$ cat config.mk
export PLATFORM = sky130hd
export DESIGN_NAME = bus_matrix
export DESIGN_NICKNAME = d
export VERILOG_FILES = /design/src/rtl/bus_matrix_pkg.sv /design/src/rtl/bus_matrix_rr_arbiter.sv /design/src/rtl/bus_matrix.sv
export SDC_FILE = /design/constraint.sdc
export NUM_CORES = 1
export LEC_CHECK = 0
export ABC_AREA = 1
export CELL_PAD_IN_SITES_DETAIL_PLACEMENT = 0
export CELL_PAD_IN_SITES_GLOBAL_PLACEMENT = 1
export CORE_AREA = 2 2 251 253
export CTS_BUF_LIST = sky130_fd_sc_hd__clkbuf_16
export DETAILED_ROUTE_END_ITERATION = 10
export DIE_AREA = 0 0 253 255
export GPL_ROUTABILITY_DRIVEN = 0
export PLACE_DENSITY = 0.7
export SYNTH_ARGS = -nofsm -noshare
export SYNTH_HDL_FRONTEND = slang
export SYNTH_SLANG_ARGS = --single-unit
$ cat constraint.sdc
create_clock -name clk -period 2.45 [get_ports clk]
set_input_delay 0.49 -clock clk [delete_from_list [all_inputs] [get_ports clk]]
set_output_delay 0.49 -clock clk [all_outputs]
set_load 0.02 [all_outputs]
$ cat src/rtl/bus_matrix_pkg.sv
// Shared definitions for bus_matrix: controller state encoding and slave-index field.
package bus_matrix_pkg;

  typedef enum logic [1:0] {
    ST_IDLE   = 2'd0,
    ST_ACCESS = 2'd1,
    ST_RESP   = 2'd2
  } state_t;

  // Slave index is taken from the top SIDX_W address bits.
  localparam int SIDX_W = 4;

endpackage

$ cat src/rtl/bus_matrix_rr_arbiter.sv
// Combinational winner select: first requester at/after ptr (mode=1) or lowest index (mode=0).
module rr_arbiter #(
  parameter int N  = 4,
  parameter int PW = 2
) (
  input  logic [N-1:0]  req,
  input  logic [PW-1:0] ptr,
  input  logic          mode,
  output logic [N-1:0]  gnt
);

  logic found;

  always_comb begin
    gnt   = '0;
    found = 1'b0;
    for (int i = 0; i < N; i++) begin
      for (int j = 0; j < N; j++) begin
        if (!found && req[j] && (j == (((mode ? int'(ptr) : 0) + i) % N))) begin
          gnt[j] = 1'b1;
          found  = 1'b1;
        end
      end
    end
  end

endmodule

$ cat src/rtl/bus_matrix.sv
// Shared-bus matrix: arbitrates masters in IDLE, runs one slave access (with timeout), returns a one-cycle response.
module bus_matrix
  import bus_matrix_pkg::*;
#(
  parameter int MST_NUM = 4,
  parameter int SLV_NUM = 8,
  parameter int AW      = 32,
  parameter int DW      = 32,
  parameter int RR_EN   = 1,
  parameter int TIMEOUT = 255
) (
  input  logic                  clk,
  input  logic                  rst_n,
  input  logic [MST_NUM-1:0]    m_req_i,
  input  logic [MST_NUM-1:0]    m_we_i,
  input  logic [MST_NUM*AW-1:0] m_addr_i,
  input  logic [MST_NUM*DW-1:0] m_wdata_i,
  output logic [MST_NUM-1:0]    m_gnt_o,
  output logic [MST_NUM-1:0]    m_rvalid_o,
  output logic [DW-1:0]         m_rdata_o,
  output logic                  m_err_o,
  output logic [SLV_NUM-1:0]    s_sel_o,
  output logic                  s_we_o,
  output logic [AW-1:0]         s_addr_o,
  output logic [DW-1:0]         s_wdata_o,
  input  logic [SLV_NUM*DW-1:0] s_rdata_i,
  input  logic [SLV_NUM-1:0]    s_ready_i
);

  localparam int PW = (MST_NUM > 1) ? $clog2(MST_NUM) : 1;
  localparam logic [SIDX_W:0] SLV_LIM = (SIDX_W+1)'(SLV_NUM);

  state_t            state, state_nxt;
  logic [PW-1:0]     ptr, win;
  logic              first_r, we_r, mapped_r, err_r;
  logic [AW-1:0]     addr_r;
  logic [DW-1:0]     wdata_r, rdata_r;
  logic [SIDX_W-1:0] sidx_r;
  logic [15:0]       wait_cnt;

  logic [MST_NUM-1:0] arb_gnt;
  logic [PW-1:0]      arb_idx;
  logic               arb_we;
  logic [AW-1:0]      arb_addr;
  logic [DW-1:0]      arb_wdata;
  logic [SIDX_W-1:0]  req_sidx;
  logic               req_mapped;
  logic               sel_ready;
  logic [DW-1:0]      sel_rdata;
  logic               timeout_hit;

  rr_arbiter #(.N(MST_NUM), .PW(PW)) u_arb (
    .req  (m_req_i),
    .ptr  (ptr),
    .mode (RR_EN != 0),
    .gnt  (arb_gnt)
  );

  always_comb begin
    arb_idx   = '0;
    arb_we    = 1'b0;
    arb_addr  = '0;
    arb_wdata = '0;
    for (int j = 0; j < MST_NUM; j++) begin
      if (arb_gnt[j]) begin
        arb_idx   = PW'(j);
        arb_we    = m_we_i[j];
        arb_addr  = m_addr_i[j*AW +: AW];
        arb_wdata = m_wdata_i[j*DW +: DW];
      end
    end
  end

  assign req_sidx    = arb_addr[AW-1 -: SIDX_W];
  assign req_mapped  = ({1'b0, req_sidx} < SLV_LIM);
  assign timeout_hit = (wait_cnt == 16'(TIMEOUT - 1));

  always_comb begin
    sel_ready = 1'b0;
    sel_rdata = '0;
    for (int s = 0; s < SLV_NUM; s++) begin
      if (sidx_r == SIDX_W'(s)) begin
        sel_ready = s_ready_i[s];
        sel_rdata = s_rdata_i[s*DW +: DW];
      end
    end
  end

  always_ff @(posedge clk or negedge rst_n) begin
    if (!rst_n) state <= ST_IDLE;
    else        state <= state_nxt;
  end

  always_comb begin
    state_nxt = state;
    case (state)
      ST_IDLE:   if (|m_req_i) state_nxt = ST_ACCESS;
      ST_ACCESS: if (!mapped_r || sel_ready || timeout_hit) state_nxt = ST_RESP;
      ST_RESP:   state_nxt = ST_IDLE;
      default:   state_nxt = ST_IDLE;
    endcase
  end

  always_ff @(posedge clk or negedge rst_n) begin
    if (!rst_n) begin
      ptr      <= '0;
      win      <= '0;
      first_r  <= 1'b0;
      we_r     <= 1'b0;
      addr_r   <= '0;
      wdata_r  <= '0;
      sidx_r   <= '0;
      mapped_r <= 1'b0;
      wait_cnt <= '0;
      rdata_r  <= '0;
      err_r    <= 1'b0;
    end else begin
      first_r <= 1'b0;
      case (state)
        ST_IDLE: if (|m_req_i) begin
          win      <= arb_idx;
          we_r     <= arb_we;
          addr_r   <= arb_addr;
          wdata_r  <= arb_wdata;
          sidx_r   <= req_sidx;
          mapped_r <= req_mapped;
          first_r  <= 1'b1;
          wait_cnt <= '0;
        end
        ST_ACCESS: begin
          // Ready beats timeout when both land in the same cycle.
          if (!mapped_r) begin
            err_r   <= 1'b1;
            rdata_r <= '0;
          end else if (sel_ready) begin
            err_r   <= 1'b0;
            rdata_r <= sel_rdata;
          end else if (timeout_hit) begin
            err_r   <= 1'b1;
            rdata_r <= '0;
          end else begin
            wait_cnt <= wait_cnt + 16'd1;
          end
        end
        ST_RESP: if (RR_EN != 0) ptr <= (win == PW'(MST_NUM - 1)) ? '0 : win + 1'b1;
        default: ;
      endcase
    end
  end

  always_comb begin
    m_gnt_o    = '0;
    m_rvalid_o = '0;
    m_rdata_o  = '0;
    m_err_o    = 1'b0;
    s_sel_o    = '0;
    s_we_o     = 1'b0;
    s_addr_o   = '0;
    s_wdata_o  = '0;
    for (int j = 0; j < MST_NUM; j++) begin
      if (win == PW'(j)) begin
        m_gnt_o[j]    = (state == ST_ACCESS) && first_r;
        m_rvalid_o[j] = (state == ST_RESP);
      end
    end
    for (int s = 0; s < SLV_NUM; s++) begin
      if (sidx_r == SIDX_W'(s)) s_sel_o[s] = (state == ST_ACCESS) && mapped_r;
    end
    if (state == ST_ACCESS && mapped_r) begin
      s_we_o    = we_r;
      s_addr_o  = addr_r;
      s_wdata_o = wdata_r;
    end
    if (state == ST_RESP) begin
      m_rdata_o = rdata_r;
      m_err_o   = err_r;
    end
  end

endmodule

==> run metrics <==
run status=finished, violations left; failing checks=setup timing; area post-placement=0.0180 mm2; Syn. warnings=0; largest net degree at the start of global routing=57; syn nets=2075; CP startpoint=ptr[1]$_DFFE_PN0P_; initial antenna violation count=11; crit path capture type=flop; area delta synth->final=113%; min-delay worst type=reg2reg; maxcap violations=0; #FFs+latches synth=122; commonest non-fill, non-tap cell in the layout=clkdlybuf4s50_1; WS Path Type=reg2reg; CTS tree=yes; Port Buffers=643; met3 wire length=4620 um; post-route ant nets=0; Ports=644; WP data required=~2900 ps; die width=253 um; share of cells above drive strength 1=0.241; Post-Synthesis Mean Instance Area=6.30 um2; clk_skew=17.7 ps; Final Setup Violations=6; Inserted Clock Buffers=17; Final Max Slew Viols=0; Syn Inst Count=1539; Worst Max-Slew Pin Slew=approximately 480 ps; design area=0.0206 mm2; hold_sp=mapped_r$_DFFE_PN0P_; maximum clock insertion buffer count=2; Post-Route WL=roughly 69000 um; number of DRC markers in iteration 0=882; FF-to-FF Start=ptr[1]$_DFFE_PN0P_; final worst setup slack=-23.8 ps; grt ovf=0; DR WL/cell=22.0 um; Synth cell types=34; Final nets=2829; Met1 Wirelength=roughly 27000 um; Peak VDD IR=roughly 540 uV; Multi-input gate area=0.00655 mm2; Starting Density=0.156; Leakage=around 8.9 nW; CTS root buf=clkbuf_16; Hold Vio Cnt, Final=0; DIE AREA=roughly 0.065 mm2; Die Ht=~260 um; clock latency on the worst-skew pair=roughly 480 ps; drt drc=0; vias in the first global route=13700; H-tree lvl count=4; Power, Total=around 23 mW; first-pass GRT wire length=just under 90000 um; vias post-DR=14000; post-DP HPWL=50300 um; Layout fillers=6611; Period minus WS final=2470 ps; crit start category=flop; Core ar.=0.0622 mm2; maximum clock rate=roughly 0.4 GHz; met2 WL=35100 um; part of the Yosys area used for sequential elements=0.315; Critical Path AT=~2900 ps; Reg area=0.00306 mm2; commonest cells after routing, fill and taps aside=528 x clkdlybuf4s50_1, 331 x nand2_1, 203 x nor2_1; Cell Area, Synth=0.00969 mm2; Rows=roughly 90; Vias/cell=about 4.5; Clock transition at path regs=60 ps; 1st-pass router iterations=8; CTS sink cnt=122; fin crit share=1.01; total track usage=0.184; relative slew slack=0.674; RSZ-0062 raised after global routing=yes; PwrDens=1140 mW/mm2; Top Layer Used=met5; crit-path max FO=9; reg-to-reg slack, setup=-20 ps
[timing repair]
action,CTS,global route
cloned,3,26
endpoints found under the hold margin,41,0
hold buffers,1,0
pin swaps,7,35
setup endpoints to repair,157,182
buffers inserted,11,26
resized for setup,288,385
[synthesized netlist by cell type]
| cell | number | area (um2) |
|---|---|---|
| buf_2 | 18 | 90.1 |
| o31ai_1 | 1 | 7.51 |
| nand2_2 | 3 | 18.8 |
| a21oi_1 | 160 | 801 |
| o22ai_1 | 31 | 194 |
| a21boi_1 | 50 | 375 |
| inv_1 | 149 | 559 |
| o2111ai_1 | 1 | 8.76 |
| nor2_1 | 279 | 1050 |
| buf_4 | 4 | 30.0 |
| a21boi_0 | 15 | 113 |
| nand3_2 | 2 | 20.0 |
| a21oi_2 | 6 | 52.6 |
| o211ai_1 | 2 | 15.0 |
| nand3_1 | 89 | 445 |
| and3_1 | 1 | 6.26 |
| nor2_2 | 5 | 31.3 |
| buf_1 | 6 | 22.5 |
| dfrtp_1 | 122 | 3050 |
| inv_2 | 5 | 18.8 |
| nand4_1 | 52 | 325 |
| xor2_1 | 10 | 87.6 |
| o311ai_2 | 1 | 16.3 |
| nor4_1 | 2 | 12.5 |
| nand2_1 | 349 | 1310 |
| o21bai_1 | 1 | 7.51 |
| a221oi_1 | 27 | 236 |
| clkbuf_1 | 64 | 240 |
| nor3_1 | 7 | 35.0 |
| nand3b_1 | 1 | 7.51 |
| o21ai_0 | 57 | 285 |
| o21a_1 | 1 | 7.51 |
| buf_6 | 12 | 135 |
| ha_1 | 6 | 75.1 |
[area by class of cell]
class / count / share of cell area
antenna: 6 / 0.000728
clock buffer: 17 / 0.0206
clock inverter: 15 / 0.00661
inverter: 154 / 0.0290
multi-input combinational: 1159 / 0.317
sequential: 122 / 0.148
tap: 799 / 0.0484
timing repair buffer: 839 / 0.429
[through the flow]
stage / hold WS, ps / setup TNS, ps / utilization / setup WS [ps] / cells
after floorplan: 194 / 0 / - / 359 / 1539
after global routing: 532 / -9040 / 0.332 / -167 / 3109
final: 515 / -68.7 / 0.332 / -23.8 / 3111
after global placement: 451 / -26870 / 0.290 / -497 / 3007
after CTS: 506 / -4130 / 0.303 / -215 / 3054
after detailed placement: 459 / -34310 / 0.290 / -550 / 3007
[report_power, final]
part | leakage (nW) | internal [mW] | total, mW | switching [mW]
Combinational | 7.15 | 7.68 | 17.4 | 9.70
Sequential | 1.50 | 2.96 | 3.51 | 0.547
Clock | 0.275 | 1.41 | 2.55 | 1.15
Total | 8.93 | 12.1 | 23.4 | 11.4
[registers in the layout (all words and copies together), names as in the netlist]
name      cells
rdata_r      32
ptr           2
state         2
mapped_r      1
win           2
wdata_r      32
err_r         1
wait_cnt     16
first_r       1
we_r          1
addr_r       32
[cells by family (layout without fill, tap and decap cells)]
family / after synthesis / in the layout / share of synthesized area
xor gates and xnor gates: 10 / 10 / 0.00904
other: 0 / 6 / 0
DFF: 122 / 122 / 0.315
AOI/OAI and AO/OA: 353 / 353 / 0.219
and+or+nand+nor: 790 / 790 / 0.336
buffers and inverters: 258 / 1025 / 0.113
adders and majority gates: 6 / 6 / 0.00775
[critical path, cell delays in order (launching register included)]
cell and delay [ps]:
dfrtp_2 480, nand2_1 140, inv_1 100, nand2_2 100
nand4_1 160, nor2_2 160, nand4_1 130, nor2_2 180
nand4_1 160, buf_6 210, buf_4 180, a21boi_0 210
nor2_1 60, a21oi_1 120
[routing by layer]
| layer | up-vias | track usage |
|---|---|---|
| met5 | - | 0 |
| met4 | 6 | 0.0624 |
| met3 | 120 | 0.0517 |
| met2 | 668 | 0.335 |
| met1 | 6641 | 0.205 |
| li1 | 6592 | - |
[worst paths after layout]
| path | end | cells past startpoint |
|---|---|---|
| min reg2reg | mapped_r$_DFFE_PN0P_ | 2 |
| max in group asynchronous | addr_r[15]$_DFFE_PN0P_ | 3 |
| min in group asynchronous | rdata_r[27]$_DFFE_PN0P_ | 2 |
| max reg2reg | wdata_r[6]$_DFFE_PN0P_ | 13 |
| max | wdata_r[6]$_DFFE_PN0P_ | 13 |
| min | mapped_r$_DFFE_PN0P_ | 2 |
No activity file was read; power rests on OpenSTA's default activity.
